File: config.mk
export PLATFORM = sky130hd
export DESIGN_NAME = dqm_framer
export DESIGN_NICKNAME = d
export VERILOG_FILES = /design/src/rtl/dqm_framer.sv
export SDC_FILE = /design/constraint.sdc
export NUM_CORES = 1
export LEC_CHECK = 0
export BUFFER_PORTS_ARGS = -buffer_cell sky130_fd_sc_hd__buf_2
export CAP_MARGIN = 40
export CORE_ASPECT_RATIO = 1.4
export CORE_UTILIZATION = 52
export DETAILED_ROUTE_END_ITERATION = 16
export GPL_ROUTABILITY_DRIVEN = 0
export PLACE_DENSITY = 0.73
export SLEW_MARGIN = 20
export SYNTH_ARGS = -nofsm -noshare
export SYNTH_HDL_FRONTEND = slang
export SYNTH_SLANG_ARGS = --single-unit
File: constraint.sdc
create_clock -name clk -period 3.3 [get_ports clk]
set_input_delay 0.495 -clock clk [delete_from_list [all_inputs] [get_ports clk]]
set_output_delay 0.495 -clock clk [all_outputs]
set_load 0.05 [all_outputs]
File: src/rtl/dqm_framer.sv
// DQM frame serializer: buffers payload bits in a FIFO and emits MSB-first header+payload frames.
// Optional macro DQM_FRAME_COUNT_EN appends a frame-count word after the staged header words.
module dqm_framer #(
    parameter int WORD_W     = 16,
    parameter int HDR_WORDS  = 3,
    parameter int FIFO_DEPTH = 64,
    parameter int CNT_W      = 16
) (
    input  logic                          clk,
    input  logic                          rst,
    input  logic                          bit_in,
    input  logic                          bit_valid,
    input  logic [HDR_WORDS*WORD_W-1:0]   hdr_words,
    input  logic                          hdr_load,
    input  logic [CNT_W-1:0]              block_size,
    input  logic                          enable,
    input  logic                          clear_overflow,
    output logic                          serial_out,
    output logic                          serial_valid,
    output logic                          interrupt,
    output logic [CNT_W-1:0]              frame_cnt,
    output logic                          overflow,
    output logic [$clog2(FIFO_DEPTH):0]   fifo_level
);
    localparam int AW    = $clog2(FIFO_DEPTH);
    localparam int LVL_W = AW + 1;
    localparam int STG_W = HDR_WORDS * WORD_W;
`ifdef DQM_FRAME_COUNT_EN
    localparam int HDR_BITS = STG_W + WORD_W;
`else
    localparam int HDR_BITS = STG_W;
`endif
    localparam int HB_W  = $clog2(HDR_BITS + 1);
    localparam int CW    = (CNT_W > HB_W) ? CNT_W : HB_W;
    localparam int CMP_W = ((CNT_W > LVL_W) ? CNT_W : LVL_W) + 1;
    localparam logic [CW-1:0]    HDR_LAST = CW'(HDR_BITS - 1);
    localparam logic [CMP_W-1:0] DEPTH_C  = CMP_W'(FIFO_DEPTH);
    localparam logic [LVL_W-1:0] LVL_FULL = LVL_W'(FIFO_DEPTH);

    typedef enum logic [1:0] {
        IDLE    = 2'd0,
        HDR     = 2'd1,
        PAYLOAD = 2'd2
    } state_t;

    state_t                r_state;
    state_t                w_state_nxt;
    logic [FIFO_DEPTH-1:0] r_mem;
    logic [AW-1:0]         r_wptr;
    logic [AW-1:0]         r_rptr;
    logic [LVL_W-1:0]      r_level;
    logic [STG_W-1:0]      r_stage;
    logic [HDR_BITS-1:0]   r_shift;
    logic [CW-1:0]         r_bit_cnt;
    logic [CNT_W-1:0]      r_blk;
    logic [CNT_W-1:0]      r_frame_cnt;
    logic                  r_overflow;
    logic                  r_serial_out;
    logic                  r_serial_valid;
    logic                  r_interrupt;

    logic                  w_rd;
    logic                  w_rd_bit;
    logic                  w_full;
    logic                  w_wr;
    logic                  w_drop;
    logic [LVL_W-1:0]      w_lvl_eval;
    logic                  w_bs_ok;
    logic                  w_start_ok;
    logic                  w_load;
    logic                  w_last;
    logic [CW-1:0]         w_blk_last;
    logic [CNT_W-1:0]      w_frame_cnt_nxt;
    logic [HDR_BITS-1:0]   w_hdr_image;

    assign w_rd       = (r_state == PAYLOAD);
    assign w_rd_bit   = r_mem[r_rptr];
    assign w_full     = (r_level == LVL_FULL);
    assign w_wr       = bit_valid & (~w_full | w_rd);
    assign w_drop     = bit_valid & w_full & ~w_rd;
    // On the last payload cycle the start test must see the level after this cycle's pop.
    assign w_lvl_eval = w_rd ? (r_level - LVL_W'(1)) : r_level;
    assign w_bs_ok    = (block_size != {CNT_W{1'b0}}) && (CMP_W'(block_size) <= DEPTH_C);
    assign w_start_ok = enable && w_bs_ok && (CMP_W'(w_lvl_eval) >= CMP_W'(block_size));
    assign w_blk_last = CW'(r_blk) - CW'(1);
    assign w_frame_cnt_nxt = w_last ? (r_frame_cnt + CNT_W'(1)) : r_frame_cnt;

`ifdef DQM_FRAME_COUNT_EN
    assign w_hdr_image = {r_stage, WORD_W'(w_frame_cnt_nxt)};
`else
    assign w_hdr_image = r_stage;
`endif

    // FSM state register.
    always_ff @(posedge clk) begin
        if (rst) begin
            r_state <= IDLE;
        end else begin
            r_state <= w_state_nxt;
        end
    end

    // FSM next-state and frame-boundary strobes.
    always_comb begin
        w_state_nxt = r_state;
        w_load      = 1'b0;
        w_last      = 1'b0;
        case (r_state)
            IDLE: begin
                if (w_start_ok) begin
                    w_state_nxt = HDR;
                    w_load      = 1'b1;
                end else begin
                    w_state_nxt = IDLE;
                end
            end
            HDR: begin
                if (r_bit_cnt == HDR_LAST) begin
                    w_state_nxt = PAYLOAD;
                end else begin
                    w_state_nxt = HDR;
                end
            end
            PAYLOAD: begin
                if (r_bit_cnt == w_blk_last) begin
                    w_last = 1'b1;
                    if (w_start_ok) begin
                        w_state_nxt = HDR;
                        w_load      = 1'b1;
                    end else begin
                        w_state_nxt = IDLE;
                    end
                end else begin
                    w_state_nxt = PAYLOAD;
                end
            end
            default: begin
                w_state_nxt = IDLE;
            end
        endcase
    end

    // Header shift register, bit counter and latched block size.
    always_ff @(posedge clk) begin
        if (rst) begin
            r_shift   <= {HDR_BITS{1'b0}};
            r_bit_cnt <= {CW{1'b0}};
            r_blk     <= {CNT_W{1'b0}};
        end else if (w_load) begin
            r_shift   <= w_hdr_image;
            r_bit_cnt <= {CW{1'b0}};
            r_blk     <= block_size;
        end else if (r_state == HDR) begin
            r_shift   <= {r_shift[HDR_BITS-2:0], 1'b0};
            r_bit_cnt <= (r_bit_cnt == HDR_LAST) ? {CW{1'b0}} : (r_bit_cnt + CW'(1));
        end else if (r_state == PAYLOAD) begin
            r_bit_cnt <= r_bit_cnt + CW'(1);
        end else begin
            r_bit_cnt <= r_bit_cnt;
        end
    end

    // Payload FIFO storage, pointers and fill level.
    always_ff @(posedge clk) begin
        if (rst) begin
            r_mem   <= {FIFO_DEPTH{1'b0}};
            r_wptr  <= {AW{1'b0}};
            r_rptr  <= {AW{1'b0}};
            r_level <= {LVL_W{1'b0}};
        end else begin
            if (w_wr) begin
                r_mem[r_wptr] <= bit_in;
                r_wptr        <= r_wptr + AW'(1);
            end
            if (w_rd) begin
                r_rptr <= r_rptr + AW'(1);
            end
            case ({w_wr, w_rd})
                2'b10:   r_level <= r_level + LVL_W'(1);
                2'b01:   r_level <= r_level - LVL_W'(1);
                default: r_level <= r_level;
            endcase
        end
    end

    // Header staging, frame counter and sticky overflow (a drop beats a clear).
    always_ff @(posedge clk) begin
        if (rst) begin
            r_stage     <= {STG_W{1'b0}};
            r_frame_cnt <= {CNT_W{1'b0}};
            r_overflow  <= 1'b0;
        end else begin
            if (hdr_load) begin
                r_stage <= hdr_words;
            end
            r_frame_cnt <= w_frame_cnt_nxt;
            if (w_drop) begin
                r_overflow <= 1'b1;
            end else if (clear_overflow) begin
                r_overflow <= 1'b0;
            end
        end
    end

    // Registered serial outputs, one cycle behind the FSM state.
    always_ff @(posedge clk) begin
        if (rst) begin
            r_serial_out   <= 1'b0;
            r_serial_valid <= 1'b0;
            r_interrupt    <= 1'b0;
        end else begin
            case (r_state)
                HDR: begin
                    r_serial_out   <= r_shift[HDR_BITS-1];
                    r_serial_valid <= 1'b1;
                    r_interrupt    <= 1'b0;
                end
                PAYLOAD: begin
                    r_serial_out   <= w_rd_bit;
                    r_serial_valid <= 1'b1;
                    r_interrupt    <= (r_bit_cnt == {CW{1'b0}});
                end
                default: begin
                    r_serial_out   <= 1'b0;
                    r_serial_valid <= 1'b0;
                    r_interrupt    <= 1'b0;
                end
            endcase
        end
    end

    assign serial_out   = r_serial_out;
    assign serial_valid = r_serial_valid;
    assign interrupt    = r_interrupt;
    assign frame_cnt    = r_frame_cnt;
    assign overflow     = r_overflow;
    assign fifo_level   = r_level;

endmodule

Yosys cells after proc, flatten, opt, wreduce, memory -nomap -nowiden
Cells that the tools add are included.
Widths: inputs -> output; s select.
{"block": "word_totals", "register_bits": 233, "latch_bits": 0, "mem_bits_rw": 0, "rom_bits": 0, "in_bits": 71, "out_inout_bits": 27, "mem_count": 0}
{"block": "op_classes", "n_addsub": 7, "multipliers": 0, "n_div": 0, "n_lt_le_gt_ge": 5, "eq_ne": 7, "n_shift": 0, "n_mux": 25, "bitwise": 6, "reduce_logical": 14}
{"operator": "$mux 48", "count": 2}
{"operator": "$bwmux 64", "count": 1}
{"operator": "$mux 16", "count": 3}
{"operator": "$add 16x1->16 const B", "count": 2}
{"operator": "$eq 16x16->1", "count": 1}
{"operator": "$eq 16x6->1 const B", "count": 1}
{"operator": "$ge 7x16->1", "count": 1}
{"operator": "$le 16x7->1 const B", "count": 1}
{"operator": "$logic_not 16->1", "count": 1}
{"operator": "$reduce_bool 16->1", "count": 1}
{"operator": "$sub 16x1->16 const B", "count": 1}
{"operator": "$lt 6x7->1 const B", "count": 2}
{"operator": "$pmux 7 s2", "count": 1}
{"operator": "$add 6x1->6 const B", "count": 2}
{"operator": "$mux 1", "count": 10}
{"operator": "$reduce_bool 2->1", "count": 4}
{"operator": "$add 7x1->7 const B", "count": 1}
{"operator": "$eq 7x7->1 const B", "count": 1}
{"operator": "$mux 7", "count": 1}
{"operator": "$sub 7x1->7 const B", "count": 1}
{"operator": "$bmux 1 s6", "count": 1}
{"operator": "$demux 1 s6", "count": 1}
{"operator": "$ge 6x1->1 const B", "count": 1}
{"operator": "$pmux 2 s3", "count": 1}
{"operator": "other kinds (10)", "count": 22}

Longest topological paths before layout
{"block": "depth", "ltp_word": 8, "mapped_depth": 15, "mapped_depth_nobuf": 12}

Worst setup path before layout
No wires, ideal clock.
{"block": "synth_timing", "kind": "register to register", "startpoint": "register r_level[0], in the netlist fifo_level[0]", "endpoint": "register r_shift[41]", "arrival_ps": 3478, "required_ps": 3175, "setup_slack_ps": -303, "stages_incl_launch_ff": 15, "n_path_buf": 2, "path_cell_list": "dfxtp_1 -> inv_1 -> ha_1 -> or3b_2 -> nor3_1 -> nand2_1 -> xnor2_1 -> ha_1 -> a21o_1 -> a31oi_1 -> nor3_1 -> clkbuf_1 -> buf_1 -> mux2i_1 -> nand3_1"}
{"block": "synth_between", "elab_chain_len": 8, "elab_cells_between_ends": 9, "cone_classes": "add/sub (1); order compare (1); mux (5); reduce/logical (2)"}
{"element": "start, declared", "line_no": "51", "text": "logic [LVL_W-1:0] r_level;"}
{"element": "start signal, assigned", "line_no": "169", "text": "r_level <= {LVL_W{1'b0}};"}
{"element": "start signal, assigned", "line_no": "179", "text": "2'b10: r_level <= r_level + LVL_W'(1);"}
{"element": "start signal, assigned", "line_no": "180", "text": "2'b01: r_level <= r_level - LVL_W'(1);"}
{"element": "$sub 7x1->7", "line_no": "82", "text": "assign w_lvl_eval = w_rd ? (r_level - LVL_W'(1)) : r_level;"}
{"element": "$mux 7 (*)", "line_no": "82"}
{"element": "$ge 7x16->1 (*)", "line_no": "84", "text": "assign w_start_ok = enable && w_bs_ok && (CMP_W'(w_lvl_eval) >= CMP_W'(block_size));"}
{"element": "$logic_and 1x1->1 (*)", "line_no": "84"}
{"element": "$mux 1 (*)", "line_no": "110, 127"}
{"element": "$mux 1", "line_no": "125", "text": "if (r_bit_cnt == w_blk_last) begin"}
{"element": "$pmux 1 s2 (*)", "line_no": "108", "text": "case (r_state)"}
{"element": "$mux 48 / $reduce_bool 2->1 (equally long branches)"}
{"element": "end signal, assigned", "line_no": "146", "text": "r_shift <= {HDR_BITS{1'b0}};"}
{"element": "end signal, assigned", "line_no": "150", "text": "r_shift <= w_hdr_image;"}
{"element": "end signal, assigned", "line_no": "154", "text": "r_shift <= {r_shift[HDR_BITS-2:0], 1'b0};"}
{"element": "end, declared", "line_no": "53", "text": "logic [HDR_BITS-1:0] r_shift;"}
Every way passes the cells marked *; elsewhere a longest branch is shown, timed or not.
A chain may end at the register's enable or synchronous reset.

Worst setup path in the final report
{"block": "layout_timing", "startpoint": "register r_blk[1]", "endpoint": "register r_shift[0]"}
{"block": "layout_between", "elab_chain_len": 5, "elab_cells_between_ends": 6, "cone_classes": "add/sub (1); eq/ne (1); mux (3); reduce/logical (1)"}
{"element": "start, declared", "line_no": "55", "text": "logic [CNT_W-1:0] r_blk;"}
{"element": "start signal, assigned", "line_no": "148", "text": "r_blk <= {CNT_W{1'b0}};"}
{"element": "start signal, assigned", "line_no": "152", "text": "r_blk <= block_size;"}
{"element": "$sub 16x1->16 (*)", "line_no": "85", "text": "assign w_blk_last = CW'(r_blk) - CW'(1);"}
{"element": "$eq 16x16->1 (*)", "line_no": "125"}
{"element": "$mux 1 (*)", "line_no": "125"}
{"element": "$pmux 1 s2 (*)", "line_no": "108"}
{"element": "$mux 48 / $reduce_bool 2->1 (equally long branches)"}
Marks and branches as above.

==> impl_metrics.toml <==
[job]
cap_viol_max_count = 0

[timing]
final.min_clock_period_ns = 3.15
final-setup-viol-count = 0
rsz_0062_raised_after_global_routing = "no"
fin_tns_setup_ns = 0
timing_worst_slew_pin_value_ns = 0.744
slew-limit-headroom = 0.504
timing.final.ws_setup_ns = 0.152
final.period_utilization = 0.954
number_of_hold_violations_in_the_final_report = 0
fin_worst_skew_ns = 0.00731
highest_clock_rate_mhz = 318
timing_max_transition_violations_final = 0

[setup_path]
crit_required_ns = 3.67
worstSetupEndpoint = "r_shift[0]"
ff2ff_setup_slack_ns = 0.15
worstSetupEndpointType = "register"
critical_path_peak_fanout = 41
critPathLaunch = "r_blk[1]"
crit-reg2reg-launch = "r_blk[1]"
critical_path.startpoint_type = "register"
arrival_ns = 3.52
regToRegEndpoint = "r_shift[0]"
reg2regPathDepth = 10
classification_of_the_worst_setup_path = "register to register"

[logic_synthesis]
post_synth_edffs = 0
synth_async_sr_flop_share = 0
synth_nets = 1800
synth_cell_type_count = 69
synth_ff_type = "sky130_fd_sc_hd__dfxtp_1"
syn-cell-area_um2 = 13400
synth_sequential_area_ratio = 0.348
synthesis.instances = 1709
yosysWarnings = 0
avgSynthCellArea_um2 = 7.84
yosys_register_bits = 233

[outcome]
outcome = "complete, no violations"

[clock_network]
ctsHtreeMaxLevel = 1
cts_tree = "yes"
cts_made_buffers = 25
cts-root-to-sink-buffers = 3
insertion_delay_ns = 0.52
ctsHoldBuffers = 0
total_number_of_clock_tree_sinks = 233
clockRootBuffer = "sky130_fd_sc_hd__clkbuf_16"
clk_transition_reported_paths_ns = 0.07

[pwr]
p_total_w = 0.00647
max-vdd-ir-drop_uv = 452
powerDensity_nw_per_um2 = 425
power.static_leakage_nw = 5.60

[detailed_routing]
vias_per_cell = 5.90
detailroute.via_count = 12163
wire_per_inst_um = 16.7
first_pass_iters = 4
initialDrtViolationCount = 912
remaining_drc_errors = 0
ant_nets = 0
routed_wire_length_um = 34500

[cells_and_area]
final_cell_mix = "300 x sky130_fd_sc_hd__nor2_1, 231 x sky130_fd_sc_hd__dfxtp_1, 153 x sky130_fd_sc_hd__mux2i_1"
n_antenna_cell = 0
most_common_cell_after_layout_fill_and_taps_aside = "sky130_fd_sc_hd__nor2_1"
syn2layout_area_growth_pct = 13.5
layout-drive-gt1-share = 0.141
nets = 1816

[global_route]
gr_usage_total = 0.260
grt_pass1_vias = 11452
grt_start_max_net_pins = 133
grt.overflow.total = 0
grt_pass1_wl_um = 55800
number_of_antenna_violations_at_the_first_check_in_global_routing = 0

[die]
die_h_um = 192
floorplan.initialDensity = 0.528
io-pin-count = 98
fp-row-count = 69
fp.coreArea_um2 = 25400
die_x_um = 138
floorplan.die_area_um2 = 26400

[place]
port_buffers = 97
dp.final_hpwl_um = 22300
pre_cts_slack_ns = 0.0464

[hold_path]
holdPathStages = 3
hold_class = "input pin to register"
[sequential cells by signal (all words and copies together), names as in the netlist]
name / flops
r_mem: 64
r_shift: 48
r_stage: 48
frame_cnt: 16
r_bit_cnt: 16
r_blk: 16
fifo_level: 7
r_rptr: 6
r_wptr: 6
r_state: 2
interrupt: 1
overflow: 1
serial_out: 1
serial_valid: 1
[worst min-delay path by stage]
| stage | from | end | slack (ns) |
|---|---|---|---|
| floorplan | r_blk[10] | r_blk[10] | 0.45 |
| global placement | r_mem[59] | r_mem[59] | 0.46 |
| detailed placement | r_mem[19] | r_mem[19] | 0.46 |
| CTS | hdr_words[16] | r_stage[16] | 0.19 |
| global route | hdr_words[45] | r_stage[45] | 0.21 |
| finish | hdr_words[33] | r_stage[33] | 0.20 |
[cells in the mapped netlist, drive strengths merged (23+ instances only)]
library cell / n / area share
nand3: 65 / 0.024
o21ai: 130 / 0.049
nand2: 148 / 0.041
nand4: 75 / 0.035
xor2: 23 / 0.015
clkbuf: 130 / 0.037
nor2: 300 / 0.084
mux2i: 153 / 0.11
a21oi: 95 / 0.035
buf: 27 / 0.0093
dfxtp: 233 / 0.35
nor2b: 64 / 0.030
[final cells by class]
| cell class | count | area [µm²] |
|---|---|---|
| Sequential cell | 233 | 4670 |
| Fill cell | 2227 | 10200 |
| Tap cell | 319 | 399 |
| Clock inverter | 14 | 253 |
| Multi-Input combinational cell | 1301 | 8130 |
| Clock buffer | 30 | 684 |
| Timing Repair Buffer | 146 | 1010 |
| Inverter | 18 | 67.6 |
[layer usage]
layer  wire [µm]  up-vias  part of all wire  global-route usage
met1       14700     5775              0.43               0.327
met4        1200        0             0.035               0.113
met3        1680       69             0.049              0.0293
met2       17000      336              0.49               0.445
met5           0        -                 0                   0
li1            -     5983                 -                   -
[worst max-delay path, stage by stage (launching register included)]
cell	delay (ns)
sky130_fd_sc_hd__dfxtp_1	0.34
sky130_fd_sc_hd__inv_1	0.08
sky130_fd_sc_hd__ha_1	0.18
sky130_fd_sc_hd__or4b_4	0.54
sky130_fd_sc_hd__nor4_4	0.16
sky130_fd_sc_hd__xnor2_1	0.10
sky130_fd_sc_hd__or3_1	0.35
sky130_fd_sc_hd__or3b_4	0.50
sky130_fd_sc_hd__buf_12	0.21
sky130_fd_sc_hd__nor2_1	0.31
sky130_fd_sc_hd__o311ai_0	0.20
[cell families after synthesis]
group	share of synthesized area
adders and majority gates	0.0187
and+or+nand+nor	0.279
buffers and inverters	0.0509
DFF	0.348
muxes	0.153
AOI/OAI and AO/OA	0.120
xor gates and xnor gates	0.0311
[power by group]
group	total, W	switching [W]	internal (W)
clock network	0.00319	0.00118	0.00202
logic	0.000382	0.000234	0.000148
registers	0.00289	0.0000379	0.00286
total	0.00647	0.00145	0.00502
[per-stage QoR]
step                instance area (µm²)  hold slack [ns]  utilization  std cells
finish                            15200            0.205        0.599       2061
global route                      15200            0.206        0.599       2061
CTS                               15100            0.194        0.595       2058
floorplan                         13400            0.447            -       1709
global placement                  14200            0.457        0.558       2014
detailed placement                14200            0.465        0.558       2014
[repair_timing]
item / CTS / global route
setup buffers: 0 / 2
setup endpoints to repair: 0 / 62
gates resized for setup: 0 / 11
Power figures use the tool's default switching activity.
